## config.mk

```make
export PLATFORM = sky130hd
export DESIGN_NAME = mbinit_repair_partner_gen
export DESIGN_NICKNAME = d
export VERILOG_FILES = /design/src/rtl/mbinit_partner_pkg.sv /design/src/rtl/sb_timeout_counter.sv /design/src/rtl/mbinit_repair_partner_gen.sv
export SDC_FILE = /design/constraint.sdc
export NUM_CORES = 1
export LEC_CHECK = 0
export ABC_AREA = 1
export BUFFER_PORTS_ARGS = -buffer_cell sky130_fd_sc_hd__buf_2
export CORE_MARGIN = 2
export CORE_UTILIZATION = 50
export CTS_CLUSTER_SIZE = 20
export DETAILED_ROUTE_END_ITERATION = 16
export HOLD_SLACK_MARGIN = 0.06
export PLACE_DENSITY_LB_ADDON = 0.12
export SYNTH_ARGS = -nofsm -noshare
export SYNTH_HDL_FRONTEND = slang
export SYNTH_SLANG_ARGS = --single-unit
```

## constraint.sdc

```tcl
create_clock -name CLK -period 3.3 [get_ports CLK]
set_input_delay 0.33 -clock CLK [delete_from_list [all_inputs] [get_ports CLK]]
set_output_delay 0.33 -clock CLK [all_outputs]
set_load 0.01 [all_outputs]
```

## src/rtl/mbinit_partner_pkg.sv

```systemverilog
// Shared definitions for MBINIT partner-side repair responders:
// state encoding and default REPAIRCLK / REPAIRVAL sideband message codes.
package mbinit_partner_pkg;

    typedef enum logic [3:0] {
        ST_IDLE      = 4'd0,
        ST_WAIT_INIT = 4'd1,
        ST_BUSY_INIT = 4'd2,
        ST_SEND_INIT = 4'd3,
        ST_WAIT_REQ  = 4'd4,
        ST_BUSY_RES  = 4'd5,
        ST_SEND_RES  = 4'd6,
        ST_BUSY_DONE = 4'd7,
        ST_SEND_DONE = 4'd8,
        ST_DONE      = 4'd9,
        ST_TIMEOUT   = 4'd10
    } state_e;

    localparam int RC_INIT_REQ    = 1;
    localparam int RC_INIT_RESP   = 2;
    localparam int RC_RESULT_REQ  = 3;
    localparam int RC_RESULT_RESP = 4;
    localparam int RC_DONE_REQ    = 5;
    localparam int RC_DONE_RESP   = 6;

    localparam int RV_INIT_REQ    = 7;
    localparam int RV_INIT_RESP   = 8;
    localparam int RV_RESULT_REQ  = 9;
    localparam int RV_RESULT_RESP = 10;
    localparam int RV_DONE_REQ    = 11;
    localparam int RV_DONE_RESP   = 12;

    function automatic logic is_send(input state_e s);
        return s inside {ST_SEND_INIT, ST_SEND_RES, ST_SEND_DONE};
    endfunction

    // States in which the partner may stall forever; BUSY_* rely on the arbiter.
    function automatic logic is_timed(input state_e s);
        return s inside {ST_WAIT_INIT, ST_WAIT_REQ, ST_SEND_INIT, ST_SEND_RES, ST_SEND_DONE};
    endfunction

endpackage

```

## src/rtl/sb_timeout_counter.sv

```systemverilog
// Clearable up-counter that flags expiry after TIMEOUT_CYC running cycles.
module sb_timeout_counter #(
    parameter int TIMEOUT_CYC = 8000
) (
    input  logic CLK,
    input  logic rst,
    input  logic i_run,
    input  logic i_clear,
    output logic o_expired
);

    localparam int CW = $clog2(TIMEOUT_CYC);
    localparam logic [CW-1:0] LAST = CW'(TIMEOUT_CYC - 1);

    logic [CW-1:0] cnt_r;

    // Count while running, park at the last value, clear on request.
    always_ff @(posedge CLK or posedge rst) begin
        if (rst) begin
            cnt_r <= {CW{1'b0}};
        end else if (i_clear) begin
            cnt_r <= {CW{1'b0}};
        end else if (i_run && (cnt_r != LAST)) begin
            cnt_r <= cnt_r + CW'(1);
        end else begin
            cnt_r <= cnt_r;
        end
    end

    assign o_expired = i_run && (cnt_r == LAST);

endmodule

```

## src/rtl/mbinit_repair_partner_gen.sv

```systemverilog
// MBINIT repair-step responder (partner side): answers init/result/done
// requests over sideband, latches the detection result, and times out.
module mbinit_repair_partner_gen
    import mbinit_partner_pkg::*;
#(
    parameter int RESULT_W    = 3,
    parameter int MSG_W       = 4,
    parameter int TIMEOUT_CYC = 8000,
    parameter int CNT_W       = 4,
    parameter logic [MSG_W-1:0] INIT_REQ    = MSG_W'(RC_INIT_REQ),
    parameter logic [MSG_W-1:0] INIT_RESP   = MSG_W'(RC_INIT_RESP),
    parameter logic [MSG_W-1:0] RESULT_REQ  = MSG_W'(RC_RESULT_REQ),
    parameter logic [MSG_W-1:0] RESULT_RESP = MSG_W'(RC_RESULT_RESP),
    parameter logic [MSG_W-1:0] DONE_REQ    = MSG_W'(RC_DONE_REQ),
    parameter logic [MSG_W-1:0] DONE_RESP   = MSG_W'(RC_DONE_RESP)
) (
    input  logic                CLK,
    input  logic                rst,
    input  logic                i_enable,
    input  logic [RESULT_W-1:0] i_result,
    input  logic [MSG_W-1:0]    i_RX_SbMessage,
    input  logic                i_msg_valid,
    input  logic                i_Busy_SideBand,
    input  logic                i_falling_edge_busy,
    output logic [MSG_W-1:0]    o_TX_SbMessage,
    output logic [RESULT_W-1:0] o_result,
    output logic                o_ValidOutData,
    output logic                o_end,
    output logic                o_timeout,
    output logic [CNT_W-1:0]    o_result_req_cnt
);

    localparam logic [CNT_W-1:0] CNT_MAX = {CNT_W{1'b1}};

    state_e              cs_r;
    state_e              ns_s;
    logic                acc_init_s;
    logic                acc_res_s;
    logic                acc_done_s;
    logic                expired_s;
    logic                res_take_s;
    logic [RESULT_W-1:0] result_r;
    logic [CNT_W-1:0]    req_cnt_r;

    assign acc_init_s = i_msg_valid && (i_RX_SbMessage == INIT_REQ);
    assign acc_res_s  = i_msg_valid && (i_RX_SbMessage == RESULT_REQ);
    assign acc_done_s = i_msg_valid && (i_RX_SbMessage == DONE_REQ);
    assign res_take_s = (cs_r == ST_WAIT_REQ) && (ns_s == ST_BUSY_RES);

    sb_timeout_counter #(
        .TIMEOUT_CYC (TIMEOUT_CYC)
    ) u_tmo (
        .CLK       (CLK),
        .rst       (rst),
        .i_run     (is_timed(cs_r)),
        .i_clear   (ns_s != cs_r),
        .o_expired (expired_s)
    );

    // Next-state logic; a real exit condition beats an expiring timer.
    always_comb begin
        ns_s = cs_r;
        if (!i_enable) begin
            ns_s = ST_IDLE;
        end else begin
            case (cs_r)
                ST_IDLE:      ns_s = ST_WAIT_INIT;
                ST_WAIT_INIT: if (acc_init_s) ns_s = ST_BUSY_INIT;
                              else if (expired_s) ns_s = ST_TIMEOUT;
                              else ns_s = cs_r;
                ST_BUSY_INIT: if (!i_Busy_SideBand) ns_s = ST_SEND_INIT;
                              else ns_s = cs_r;
                ST_SEND_INIT: if (i_falling_edge_busy) ns_s = ST_WAIT_REQ;
                              else if (expired_s) ns_s = ST_TIMEOUT;
                              else ns_s = cs_r;
                ST_WAIT_REQ:  if (acc_res_s) ns_s = ST_BUSY_RES;
                              else if (acc_done_s) ns_s = ST_BUSY_DONE;
                              else if (expired_s) ns_s = ST_TIMEOUT;
                              else ns_s = cs_r;
                ST_BUSY_RES:  if (!i_Busy_SideBand) ns_s = ST_SEND_RES;
                              else ns_s = cs_r;
                ST_SEND_RES:  if (i_falling_edge_busy) ns_s = ST_WAIT_REQ;
                              else if (expired_s) ns_s = ST_TIMEOUT;
                              else ns_s = cs_r;
                ST_BUSY_DONE: if (!i_Busy_SideBand) ns_s = ST_SEND_DONE;
                              else ns_s = cs_r;
                ST_SEND_DONE: if (i_falling_edge_busy) ns_s = ST_DONE;
                              else if (expired_s) ns_s = ST_TIMEOUT;
                              else ns_s = cs_r;
                ST_DONE:      ns_s = ST_DONE;
                ST_TIMEOUT:   ns_s = ST_TIMEOUT;
                default:      ns_s = ST_IDLE;
            endcase
        end
    end

    // State register.
    always_ff @(posedge CLK or posedge rst) begin
        if (rst) begin
            cs_r <= ST_IDLE;
        end else begin
            cs_r <= ns_s;
        end
    end

    // Result is captured when the request is accepted, not when it is sent.
    always_ff @(posedge CLK or posedge rst) begin
        if (rst) begin
            result_r  <= {RESULT_W{1'b0}};
            req_cnt_r <= {CNT_W{1'b0}};
        end else begin
            result_r <= res_take_s ? i_result : result_r;
            if (ns_s == ST_IDLE) begin
                req_cnt_r <= {CNT_W{1'b0}};
            end else if (res_take_s && (req_cnt_r != CNT_MAX)) begin
                req_cnt_r <= req_cnt_r + CNT_W'(1);
            end else begin
                req_cnt_r <= req_cnt_r;
            end
        end
    end

    assign o_result_req_cnt = req_cnt_r;

    // Registered output decode from the next state.
    always_ff @(posedge CLK or posedge rst) begin
        if (rst) begin
            o_TX_SbMessage <= {MSG_W{1'b0}};
            o_result       <= {RESULT_W{1'b0}};
            o_ValidOutData <= 1'b0;
            o_end          <= 1'b0;
            o_timeout      <= 1'b0;
        end else begin
            o_ValidOutData <= is_send(ns_s);
            o_end          <= (ns_s == ST_DONE);
            o_timeout      <= (ns_s == ST_TIMEOUT);
            o_result       <= (ns_s == ST_SEND_RES) ? result_r : {RESULT_W{1'b0}};
            case (ns_s)
                ST_SEND_INIT: o_TX_SbMessage <= INIT_RESP;
                ST_SEND_RES:  o_TX_SbMessage <= RESULT_RESP;
                ST_SEND_DONE: o_TX_SbMessage <= DONE_RESP;
                default:      o_TX_SbMessage <= {MSG_W{1'b0}};
            endcase
        end
    end

endmodule
```

== Yosys cells after proc, flatten, opt, wreduce, memory -nomap -nowiden ==
Cells that the tools add are included.
Operators by class
  add/sub/neg operators: 2
  equality and inequality tests: 23
  multiplexer cells: 17
  reduce and logical (&&, ||, !) cells: 14
Operator list (count)
  $mux W4: 12
  $pmux W4 S10: 1
  $eq A4 B3 Y1 const B: 7
  $mux W13: 2
  $eq A4 B4 Y1 const B: 6
  $eq A4 B2 Y1 const B: 4
  $add A13 B1 Y13 const B: 1
  $eq A13 B13 Y1 const B: 1
  $ne A13 B13 Y1 const B: 1
  $pmux W3 S3: 1
  $eq A4 B1 Y1 const B: 2
  $logic_not A4 Y1: 2
  $logic_and A1 B1 Y1: 7
  $reduce_bool A5 Y1: 1
  $add A4 B1 Y4 const B: 1
  $ne A4 B4 Y1: 1
  $ne A4 B4 Y1 const B: 1
  $reduce_bool A2 Y1: 2
  $mux W3: 1
  $reduce_bool A3 Y1: 1
  $reduce_or A2 Y1: 1
Word-level totals
  register bits after elaboration: 34
  bits of input ports: 13
  output and inout bits: 14
  word-level logic and storage cells: 65

== Depth between registers and ports, before layout ==
Gate-level depths: netlist of run 1.
  depth in word-level cells: 13
  depth in mapped cells: 19

== Hierarchy ==
A second synthesis of run 1 with hierarchy kept.
Unflattened totals
  cell total of the unflattened synthesis: 298
  area, all modules: 2114.5 µm²
By module, submodules not included
  mbinit_repair_partner_gen: times used 1, cells an instance 170, area an instance 1186.1 µm², seq. area each 475.5 µm²
  sb_timeout_counter: times used 1, cells an instance 128, area an instance 928.4 µm², seq. area each 325.3 µm²

== Worst setup path after synthesis of run 1 ==
Ideal clock, no wire load.
  kind: register -> register
  start: register u_tmo.cnt_r[0]
  end: register u_tmo.cnt_r[0]
  setup time: 0.069 ns
  arrival: 1.827 ns
  data required time: 3.231 ns
  setup slack: 1.404 ns
  stages on the path, launching flop included: 19
  path buffers: 1
  clock period less this slack: 1.896 ns
  path through: dfrtp_1 > ha_1 > nand3_1 > nor2_2 > nand2_1 > nor2_2 > nand2_4 > nand2_1 > nand2_1 > nand2_1 > nand2_2 > nand2_1 > nand2_1 > inv_1 > nand2_1 > nor2_2 > nand2_2 > buf_6 > nor2_2
On the way
  cells in the longest elaborated chain, start to end: 9
  elaborated cells between the ends (all ways): 17
  those cells by class: add/sub (1); eq/ne (3); mux (10); reduce/logical (3)
RTL lines
  start: declaration: line sb_timeout_counter.sv:15  | logic [CW-1:0] cnt_r;
  start signal: assignment: line sb_timeout_counter.sv:20  | cnt_r <= {CW{1'b0}};
  start signal: assignment: line sb_timeout_counter.sv:22  | cnt_r <= {CW{1'b0}};
  start signal: assignment: line sb_timeout_counter.sv:24  | cnt_r <= cnt_r + CW'(1);
  $eq A13 B13 Y1: line sb_timeout_counter.sv:30  | assign o_expired = i_run && (cnt_r == LAST);
  $logic_and A1 B1 Y1: line sb_timeout_counter.sv:30
  $mux W4
  $mux W4: line mbinit_repair_partner_gen.sv:77  | else if (acc_done_s) ns_s = ST_BUSY_DONE;
  $mux W4: line mbinit_repair_partner_gen.sv:76  | ST_WAIT_REQ: if (acc_res_s) ns_s = ST_BUSY_RES;
  $pmux W4 S10: line mbinit_repair_partner_gen.sv:66  | case (cs_r)
  $mux W4: line mbinit_repair_partner_gen.sv:63  | if (!i_enable) begin
  $ne A4 B4 Y1: line mbinit_repair_partner_gen.sv:56  | .i_clear (ns_s != cs_r),
  $mux W13 or $reduce_bool A2 Y1 (tied branches)
Parallel ways exist; a longest one is shown, timed or not. The select of a mux whose other input is x is not followed.
A chain may end at the register's enable or synchronous reset.

== Worst setup path in the final report of run 1 ==
  start: register u_tmo.cnt_r[0]
  end: register u_tmo.cnt_r[12]
The elaborated chain is that of the path after synthesis.

==> results of run 1 <==
## layout make-up
cell class                 instances  share of cell area [%]
timing repair buffer              25                    5.78
multi-input combinational        184                    44.9
inverter                          27                    4.59
sequential                        32                    36.3
clock inverter                     1                    1.36
tap                               48                    2.72
clock buffer                       7                    4.36
## state kept, by name, indices dropped and copies added, names as in the netlist
signal / flops
result_r: 3
o_timeout: 1
o_result: 3
o_ValidOutData: 1
o_result_req_cnt: 4
cs_r: 4
o_TX_SbMessage: 2
o_end: 1
u_tmo.cnt_r: 13
## path summary, 6_finish.rpt
path                                 from         endpoint  slack [ps]
setup / recovery           u_tmo.cnt_r[0]  u_tmo.cnt_r[12]         950
hold / removal                        rst   u_tmo.cnt_r[1]         120
setup reg to reg           u_tmo.cnt_r[0]  u_tmo.cnt_r[12]         950
hold reg to reg               result_r[0]      o_result[0]         490
max in group asynchronous             rst  u_tmo.cnt_r[11]        2900
min in group CLK              i_result[2]      result_r[2]         260
## synthesized netlist by cell type, types with 4 or more instances
library cell  instances
nand2_1              61
inv_2                 4
nor2_1               21
dfrtp_1              32
nor2_2               15
inv_1                23
nor3_1                4
nand3_1              27
xor2_1               11
nand4_1               4
o21ai_0               5
nand2_2               9
## report_power, final
part | internal (mW) | switching [mW]
sequential | 0.406 | 0.0119
combinational | 0.0349 | 0.0692
clock | 0.266 | 0.137
## stage by stage
stage	std cells	area, um2	utilization (%)	hold slack [ps]	setup WS (ps)
floorplan	248	1930	-	446	1400
global placement	316	2080	56.4	431	973
detailed placement	316	2080	56.4	431	1010
CTS	324	2210	59.9	122	947
global route	324	2210	59.9	148	667
finish	324	2210	59.9	116	946
## routing by layer
layer / up-vias / GRT usage, % / routed length (um)
met5: - / 0 / 0
met4: 0 / 7.91 / 79
met3: 9 / 4.94 / 142
met2: 30 / 34.0 / 1870
met1: 727 / 24.0 / 1720
li1: 840 / - / -
## logic make-up after synthesis
logic type	count (synthesis)	share of synthesized area, %
other cells	1	0.194
buf+inv	32	7.26
fa+ha+maj	2	1.30
flops	32	41.5
xor+xnor	14	6.36
compound gates	15	5.19
simple gates	150	37.7
mux	1	0.519
## critical path, cell delays in order, from the launching register on
cell and delay, ps:
dfrtp_1 380, ha_1 180, nand3_1 120, nor2_2 150
nand2_1 90, nor2_2 190, nand2_4 100, nand2_1 100
nand2_1 60, nand2_1 70, nand3_1 110, nand2_1 120
nand2_1 60, nand2_1 60, nor2_1 40, nand2_2 290
nor2_1 90
==> impl_results.md, run 1 <==
* Clk slew on worst S/H paths at approximately 60 ps
* Clk root buf: clkbuf_8
* Commonest non-fill, non-tap cell in the layout: nand2_1
* Vias per cell at 4.96
* Final wirelength at 3.81 mm
* Slew Limit Fails at 0
* Mapped Cells at roughly 250
* Setup TNS Final at 0 ps
* H-tree depth at 2
* CTS Buf Count at 5
* Die Area at 4370 um2
* Power Dens Cells at 419 nW/um2
* Largest net degree at the start of global routing at 33
* Peak supply drop at 0.250 mV
* DP HPWL at 2.85 mm
* Critical Path RT at around 3500 ps
* # clock sinks at 32
* Worst skew pair latency at around 280 ps
* CP Class: register to register
* Post_cts resized at 0
* Ant diodes at 0
* Clock Skew at 3.80 ps
* Routability Congestion at 0.931
* Max cap viols at 0
* Leak Pwr at 1.19 nW
* GRT overflow at 0
* Outcome: complete, no violations
* Synth area leader: dfrtp_1
* CTS tree: built
* Port Buffer Count at 24
* Row cnt at 22
* Mean Syn Cell Area at between 7 and 8 um2
* RSZ-0062 raised after global routing: no
* Top Ports at 27
* #FFs+latches synth at 32
* Routed vias at 1606
* DIE WIDTH at 66.1 um
* Max clock buf depth at 2
* Final clock period utilization by the worst path at between 70% and 80%
* Register area at 801 um2
* Multi-input logic area at approximately 1000 um2
* Synth Cell Area at 1930 um2
* Global-route wire length before repair at around 6.6 mm
* Post-synth EDFFs at 0
* Sequential share of the synthesized area at 41.5%
* P&R area growth vs syn at 14.5%
* Final min period at 2350 ps
* CP arrival at 2500 ps
* Post-synth cell types at 32
* Final hold violation count at 0
* # DRC at 0
* Drt wl/cell at 11.8 um
* Peak Freq at around 420 MHz
* Die H at 66.1 um
* Pwr Total at ~0.92 mW
* Dominant synthesized flop cell: dfrtp_1
* Most frequent cells in the layout: nand2_1 (61), dfrtp_1 (32), nand3_1 (27), buf_2 (24), inv_1 (23)
* Drt pass-1 iters at 4
* Fill cells at 346
* Crit-path max FO at 13
* Antenna violations before repair at 0
* Share of layout cells above drive strength 1 at 25.0%
* All-layer global routing usage at 19.9%
* # setup viols final at 0
* Synth Warn # at 0
* Post-CTS Repair Setup Buffers at 0
* R2r worst-path depth at 16
* Layout Nets at between 200 and 300
* DRT antenna net count at 0
* Synth top area cells: dfrtp_1 (42%), nand2_1 (12%), nand3_1 (7.0%)
* Core area at 3690 um2
* Post-synth top area share at 41.5%
* Initial core utilization at 52.3%
* Cts hold-fix bufs at 0
* CP Capture Type: register
* Hold WC Path Type: input pin to asynchronous set/reset pin
* FFs w/ async S/R, synth at 100%
* Worst setup SP type: register
* Number of global-route vias before repair at 1591
* 1st-iter DRT viols at between 60 and 70
(Power assumes the default switching activity.)
==> run 2: changes to the inputs <==
- clock period: 3.3 -> 2 ns (I/O delays scaled with it)
==> run 2 against run 1 <==
The run now ends with setup timing left. Cell area up 25%. Global-route usage up 2.6 points. Core utilization up 15 points. Worst setup slack worse by 1000 ps. Flip-flop and latch count unchanged. Cell count up 11%. Critical path type unchanged. Total power up 79%. Sequential share of layout area down 7.2 points. Sequential power up 65%. Clock power up 70%. Routed wire length up 22%. First-iteration DRC count up 41%.
==> impl_results.md, run 2 (synthesis results as in run 1) <==
* Outcome: finished, violations left
* Failing checks: setup timing
* GRT overflow at 0 (unchanged)
* Largest net degree at the start of global routing at 33 (unchanged)
* H-tree depth at 2 (unchanged)
* Peak Freq at 485 MHz (+14%)
* CTS Buf Count at 5 (unchanged)
* Commonest non-fill, non-tap cell in the layout: nand2_1
* Power Dens Cells at 599 nW/um2 (+43%)
* Final clock period utilization by the worst path at 103% (+32 points)
* RSZ-0062 raised after global routing: yes
* Clk slew on worst S/H paths at 70 ps (about the same)
* Core area at 3690 um2 (unchanged)
* Final hold violation count at 0 (unchanged)
* Initial core utilization at 52.3% (unchanged)
* Drt wl/cell at 12.9 um (+9.7%)
* Biggest register: u_tmo.cnt_r
* Vias per cell at 5.00 (+0.82%)
* DIE WIDTH at 66.1 um (unchanged)
* Worst skew pair latency at 280 ps (about the same)
* CP top delay family: simple AND/OR/NAND/NOR gates
* Fill cells at 268 (-23%)
* Routability Congestion at 0.900 (-3.4%)
* Max clock buf depth at 2 (unchanged)
* Worst path slowest cell: dfrtp_1
* Layout Nets at 327 (+13%)
* Max reg flops at 13 (unchanged)
* Peak supply drop at 0.450 mV (+80%)
* Hold EP: result_r[1]
* Final min period at 2060 ps (-292 ps)
* CP Class: register to register
* # DRC at 0 (unchanged)
* Global-route wire length before repair at 7.56 mm (+14%)
* Routed vias at 1804 (+12%)
* Hold Startpoint: i_result[1]
* P&R area growth vs syn at 43.4%
* Crit-path max FO at 7 (-6)
* CP Capture Type: register
* Final worst setup slack at -62.8 ps (-1010 ps)
* Top Ports at 27 (unchanged)
* # setup viols final at 13 (+13)
* RR Startpoint: u_tmo.cnt_r[0]
* Placed cell count at 343 (+8.5%)
* Critical path depth at 17 (+1)
* Critical path, cell by cell: ha_2 -> nand3_4 -> nor2_4 -> nand2_2 -> nor2_4 -> nand2_4 -> nand2_4 -> nand2_2 -> nand2_1 -> nand3_2 -> nand2_2 -> nand2_1 -> nand2_1 -> nor2_2 -> nand2_2 -> clkbuf_16 -> nor2_2
* Bufs and invs on worst path at 1 (+1)
* CP peak stage delay at 360 ps (-20 ps)
* Finished Layout Cells at 361 (+11%)
* Final Util at 75.0% (+15 points)
* Clk root buf: clkbuf_8
* 1st-iter DRT viols at 89 (+41%)
* Number of global-route vias before repair at 1737 (+9.2%)
* Pwr Total at 1.66 mW (+79%)
* All-layer global routing usage at 22.5% (+2.6 points)
* CP arrival at 2230 ps (-270 ps)
* Antenna violations before repair at 0 (unchanged)
* DP HPWL at 3.11 mm (+8.9%)
* Final wirelength at 4.66 mm (+22%)
* Hold Path Depth at 3
* Drt pass-1 iters at 4 (unchanged)
* # clock sinks at 32 (unchanged)
* Ant diodes at 0 (unchanged)
* Max cap viols at 0 (unchanged)
* Fin Hold WS at 122 ps (+5.99 ps)
* Row cnt at 22 (unchanged)
* FF-to-FF End: u_tmo.cnt_r[6]
* Die Area at 4370 um2 (unchanged)
* Share of layout cells above drive strength 1 at 48.6% (+24 points)
* Most frequent cells in the layout: nand2_1 (44), buf_4 (32), dfrtp_1 (29), nand2_2 (24), buf_2 (24)
* Die H at 66.1 um (unchanged)
* DRT antenna net count at 0 (unchanged)
* Worst setup SP type: register
* Crit path top cell by count: nand2_2
* CTS tree: built
* Setup slack, reg-to-reg at -60 ps (-1010 ps)
* Hold WC Path Type: input pin to register
* Clock Skew at 6.47 ps (+2.67 ps)
* Leak Pwr at 1.42 nW (+19%)
* Port Buffer Count at 24 (unchanged)
* Slew Limit Fails at 0 (unchanged)
* R2r worst-path depth at 17 (+1)
* Critical Path RT at 2170 ps (-1280 ps)
[run 2: per-stage QoR]
| step | setup TNS [ps] | instance area [um2] | setup slack (ps) |
|---|---|---|---|
| 6_report | -685 | 2770 | -62.8 |
| 4_1_cts | -434 | 2500 | -45.4 |
| 2_1_floorplan | 0 | 1930 | 104 |
| 5_1_grt | -3860 | 2770 | -213 |
| 3_3_place_gp | -1100 | 2300 | -114 |
| 3_5_place_dp | -784 | 2300 | -101 |
[run 2: power by group]
group | switching, mW | internal [mW] | leakage [nW]
sequential | 0.0166 | 0.669 | 0.427
clock | 0.246 | 0.440 | 0.0645
combinational | 0.153 | 0.134 | 0.926
total | 0.415 | 1.24 | 1.42
[run 2: cell type report]
cell class	instances	area, um2	area share, %
flip-flops and latches	32	805	29.1
inverters	27	111	4.02
clock inverters	1	30.0	1.08
multi-input cells	184	1220	43.9
repair buffers	62	449	16.2
well taps	48	60.1	2.17
clock buffers	7	96.3	3.48
[run 2: repair_timing]
action,4_1_cts,5_1_grt
endpoints found under the hold margin,32,0
pin swaps,9,27
gates cloned,0,1
endpoints found under the setup margin,23,26
buffers inserted,0,9
gates resized for setup,20,50
hold buffers,1,0
[run 2: worst max-delay path by stage]
stage                   startpoint             end  slack, ps
finish              u_tmo.cnt_r[0]  u_tmo.cnt_r[6]        -60
global route        u_tmo.cnt_r[0]  u_tmo.cnt_r[6]       -210
CTS                 u_tmo.cnt_r[0]  u_tmo.cnt_r[7]        -50
detailed placement  u_tmo.cnt_r[0]  o_ValidOutData       -100
global placement    u_tmo.cnt_r[0]  o_ValidOutData       -110
floorplan           u_tmo.cnt_r[0]  u_tmo.cnt_r[0]        100
[run 2: layer usage]
layer,vias up,wire [um],global-route usage [%]
met2,28,2320,39.4
met5,-,0,0
met4,0,28,6.12
met1,851,2160,28.4
met3,4,147,4.09
li1,921,-,-
[run 2: worst reg2reg max path: stages, from the launching register on]
cell       delay, ps
dfrtp_1          360
ha_2             210
nand3_4           90
nor2_4           100
nand2_2           70
nor2_4           130
nand2_4          100
nand2_4           80
nand2_2           40
nand2_1           70
nand3_2          110
nand2_2           90
nand2_1           50
nand2_1           90
nor2_2            40
nand2_2          120
clkbuf_16        170
nor2_2            30
==> run 3: changes to the inputs <==
- CTS_BUF_LIST: not set -> sky130_fd_sc_hd__clkbuf_16
==> run 3 against run 2 <==
Sequential power is essentially flat. Cell count grew 0.83%. Total power grew 8.5%. Fmax grew 1.3%. Die area is the same. Largest power group is now clock. Via count grew 0.28%. Combinational power shrank 4%. Critical path depth shrank 1. Core utilization shrank 0.71 points. Largest cell class unchanged. Flip-flop and latch count is the same. First-iteration DRC count grew 27%. The flow still finishes with violations (setup timing).
==> impl_results.md, run 3 (synthesis results as in run 1) <==
* Routability Congestion at 0.900 (unchanged)
* # clock sinks at 32 (unchanged)
* GRT overflow at 0 (unchanged)
* CP arrival at 2190 ps (-40 ps)
* Worst setup SP type: register
* RR Startpoint: u_tmo.cnt_r[0]
* Final Util at 74.3% (-0.71 points)
* Ant diodes at 0 (unchanged)
* Leak Pwr at 1.43 nW (+0.95%)
* Final hold violation count at 0 (unchanged)
* Commonest non-fill, non-tap cell in the layout: nand2_1
* Multi-input logic area at 1160 um2 (-4.9%)
* Share of layout cells above drive strength 1 at 44.6% (-3.9 points)
* 1st-iter DRT viols at 113 (+27%)
* Final Cell Area at 2740 um2 (-0.95%)
* Peak Freq at 491 MHz (+1.3%)
* Placed cell count at 343 (unchanged)
* Register area at 805 um2 (unchanged)
* Number of global-route vias before repair at 1720 (-0.98%)
* Top Ports at 27 (unchanged)
* Vias per cell at 4.97 (-0.55%)
* Layout Nets at 330 (+0.92%)
* CTS tree: built
* Max cap viols at 0 (unchanged)
* Hold WC Path Type: input pin to register
* Max clock buf depth at 2 (unchanged)
* Drt wl/cell at 12.8 um (-0.42%)
* Slew Limit Fails at 0 (unchanged)
* CP Class: register to register
* CP Capture Type: register
* Final worst setup slack at -35.9 ps (+26.9 ps)
* Peak supply drop at 0.610 mV (+36%)
* Pwr Total at 1.80 mW (+8.5%)
* Outcome: finished, violations left
* Largest net degree at the start of global routing at 33 (unchanged)
* Clk root buf: clkbuf_16
* # setup viols final at 13 (unchanged)
* Setup TNS Final at -393 ps (+292 ps)
* Core area at 3690 um2 (unchanged)
* Placed cell area at 2300 um2 (unchanged)
* DIE WIDTH at 66.1 um (unchanged)
* Final clock period utilization by the worst path at 102% (-1.3 points)
* # DRC at 0 (unchanged)
* Global-route wire length before repair at 7.55 mm (about the same)
* DRT antenna net count at 0 (unchanged)
* Hold Startpoint: i_result[1]
* Final wirelength at 4.68 mm (+0.41%)
* Port Buffer Count at 24 (unchanged)
* Clock Skew at 2.73 ps (-3.74 ps)
* Biggest register: u_tmo.cnt_r
* Row cnt at 22 (unchanged)
* Final min period at 2040 ps (-26.9 ps)
* Die Area at 4370 um2 (unchanged)
* P&R area growth vs syn at 42.1%
* Drt pass-1 iters at 4 (unchanged)
* Initial core utilization at 52.3% (unchanged)
* Failing checks: setup timing
* Crit-path max FO at 13 (+6)
* Critical Path Source: u_tmo.cnt_r[0]
* Clk slew on worst S/H paths at 50 ps (-20 ps)
* All-layer global routing usage at 22.6% (+0.11 points)
* Power Dens Cells at 656 nW/um2 (+9.5%)
* Fill cells at 280 (+4.5%)
* Most frequent cells in the layout: nand2_1 (48), buf_4 (36), dfrtp_1 (29), buf_2 (24), nand2_2 (21)
* RSZ-0062 raised after global routing: yes
* Max reg flops at 13 (unchanged)
* Worst skew pair latency at 270 ps (about the same)
* Die H at 66.1 um (unchanged)
* Critical Path RT at 2160 ps (about the same)
* Finished Layout Cells at 364 (+0.83%)
* DP HPWL at 3.11 mm (unchanged)
* Antenna violations before repair at 0 (unchanged)
* CTS Buf Count at 5 (unchanged)
* H-tree depth at 2 (unchanged)
* Routed vias at 1809 (+0.28%)
run 3: cell types whose count changed in the layout (fill, tap and decap cells not counted), moves of 4 or more:
| cell | before | now |
|---|---|---|
| clkbuf_8 | 7 | 0 |
| buf_4 | 32 | 36 |
| nand2_1 | 44 | 48 |
| clkbuf_16 | 1 | 5 |
| nand3_1 | 15 | 19 |
run 3: area by class of cell:
cell class                      count  share of cell area [%]
Sequential cell                    32                    29.3
Clock inverter                      3                    1.37
Inverter                           27                    3.79
Clock buffer                        5                    4.56
Timing Repair Buffer               65                    16.6
Tap cell                           48                    2.19
Multi-Input combinational cell    184                    42.2
run 3: metrics by stage:
step | hold WS, ps | setup WS [ps]
after CTS | 138 | -36.9
after global placement | 303 | -114
after detailed placement | 313 | -101
final | 136 | -35.9
after floorplan | 316 | 104
after global routing | 162 | -176
run 3: worst max-delay path, cell delays in order (launching register included):
cell and delay (ps):
dfrtp_1 350, ha_2 210, nand3_4 90, nor2_4 100
nand2_2 70, nor2_4 130, nand2_4 90, buf_4 140
nand3_1 50, nand2_1 70, nand3_2 120, nand3_1 100
nand2_1 100, nor2_2 40, nand2_2 70, buf_12 150
nor2_2 40
run 3: power breakdown:
| group | internal, mW | leakage (nW) | total [mW] | switching (mW) |
|---|---|---|---|---|
| sequential | 0.671 | 0.427 | 0.688 | 0.0170 |
| clock | 0.578 | 0.0789 | 0.835 | 0.258 |
| combinational | 0.128 | 0.925 | 0.275 | 0.148 |
| total | 1.38 | 1.43 | 1.80 | 0.422 |
run 3: worst paths after layout:
kind,end,slack (ps),cells past startpoint
worst max-delay path,u_tmo.cnt_r[7],-40,16
min in group asynchronous,result_r[1],570,4
max in group asynchronous,cs_r[2],1100,4
worst max register to register,u_tmo.cnt_r[7],-40,16
worst min-delay path,result_r[1],140,3
worst min register to register,o_result[0],500,2
run 3: layer usage:
layer  global-route usage, %  vias to the layer above  wire [um]
met5                       0                        -          0
met3                    4.09                        5        122
met2                    39.9                       34       2440
li1                        -                      925          -
met1                    28.2                      845       2080
met4                    6.12                        0         38
run 3: what timing repair did:
action / in CTS / in global routing
hold buffers: 1 / 0
setup buffers: 1 / 11
pin swaps: 8 / 11
endpoints found under the hold margin: 32 / 0
setup endpoints to repair: 23 / 28
gates resized for setup: 21 / 31
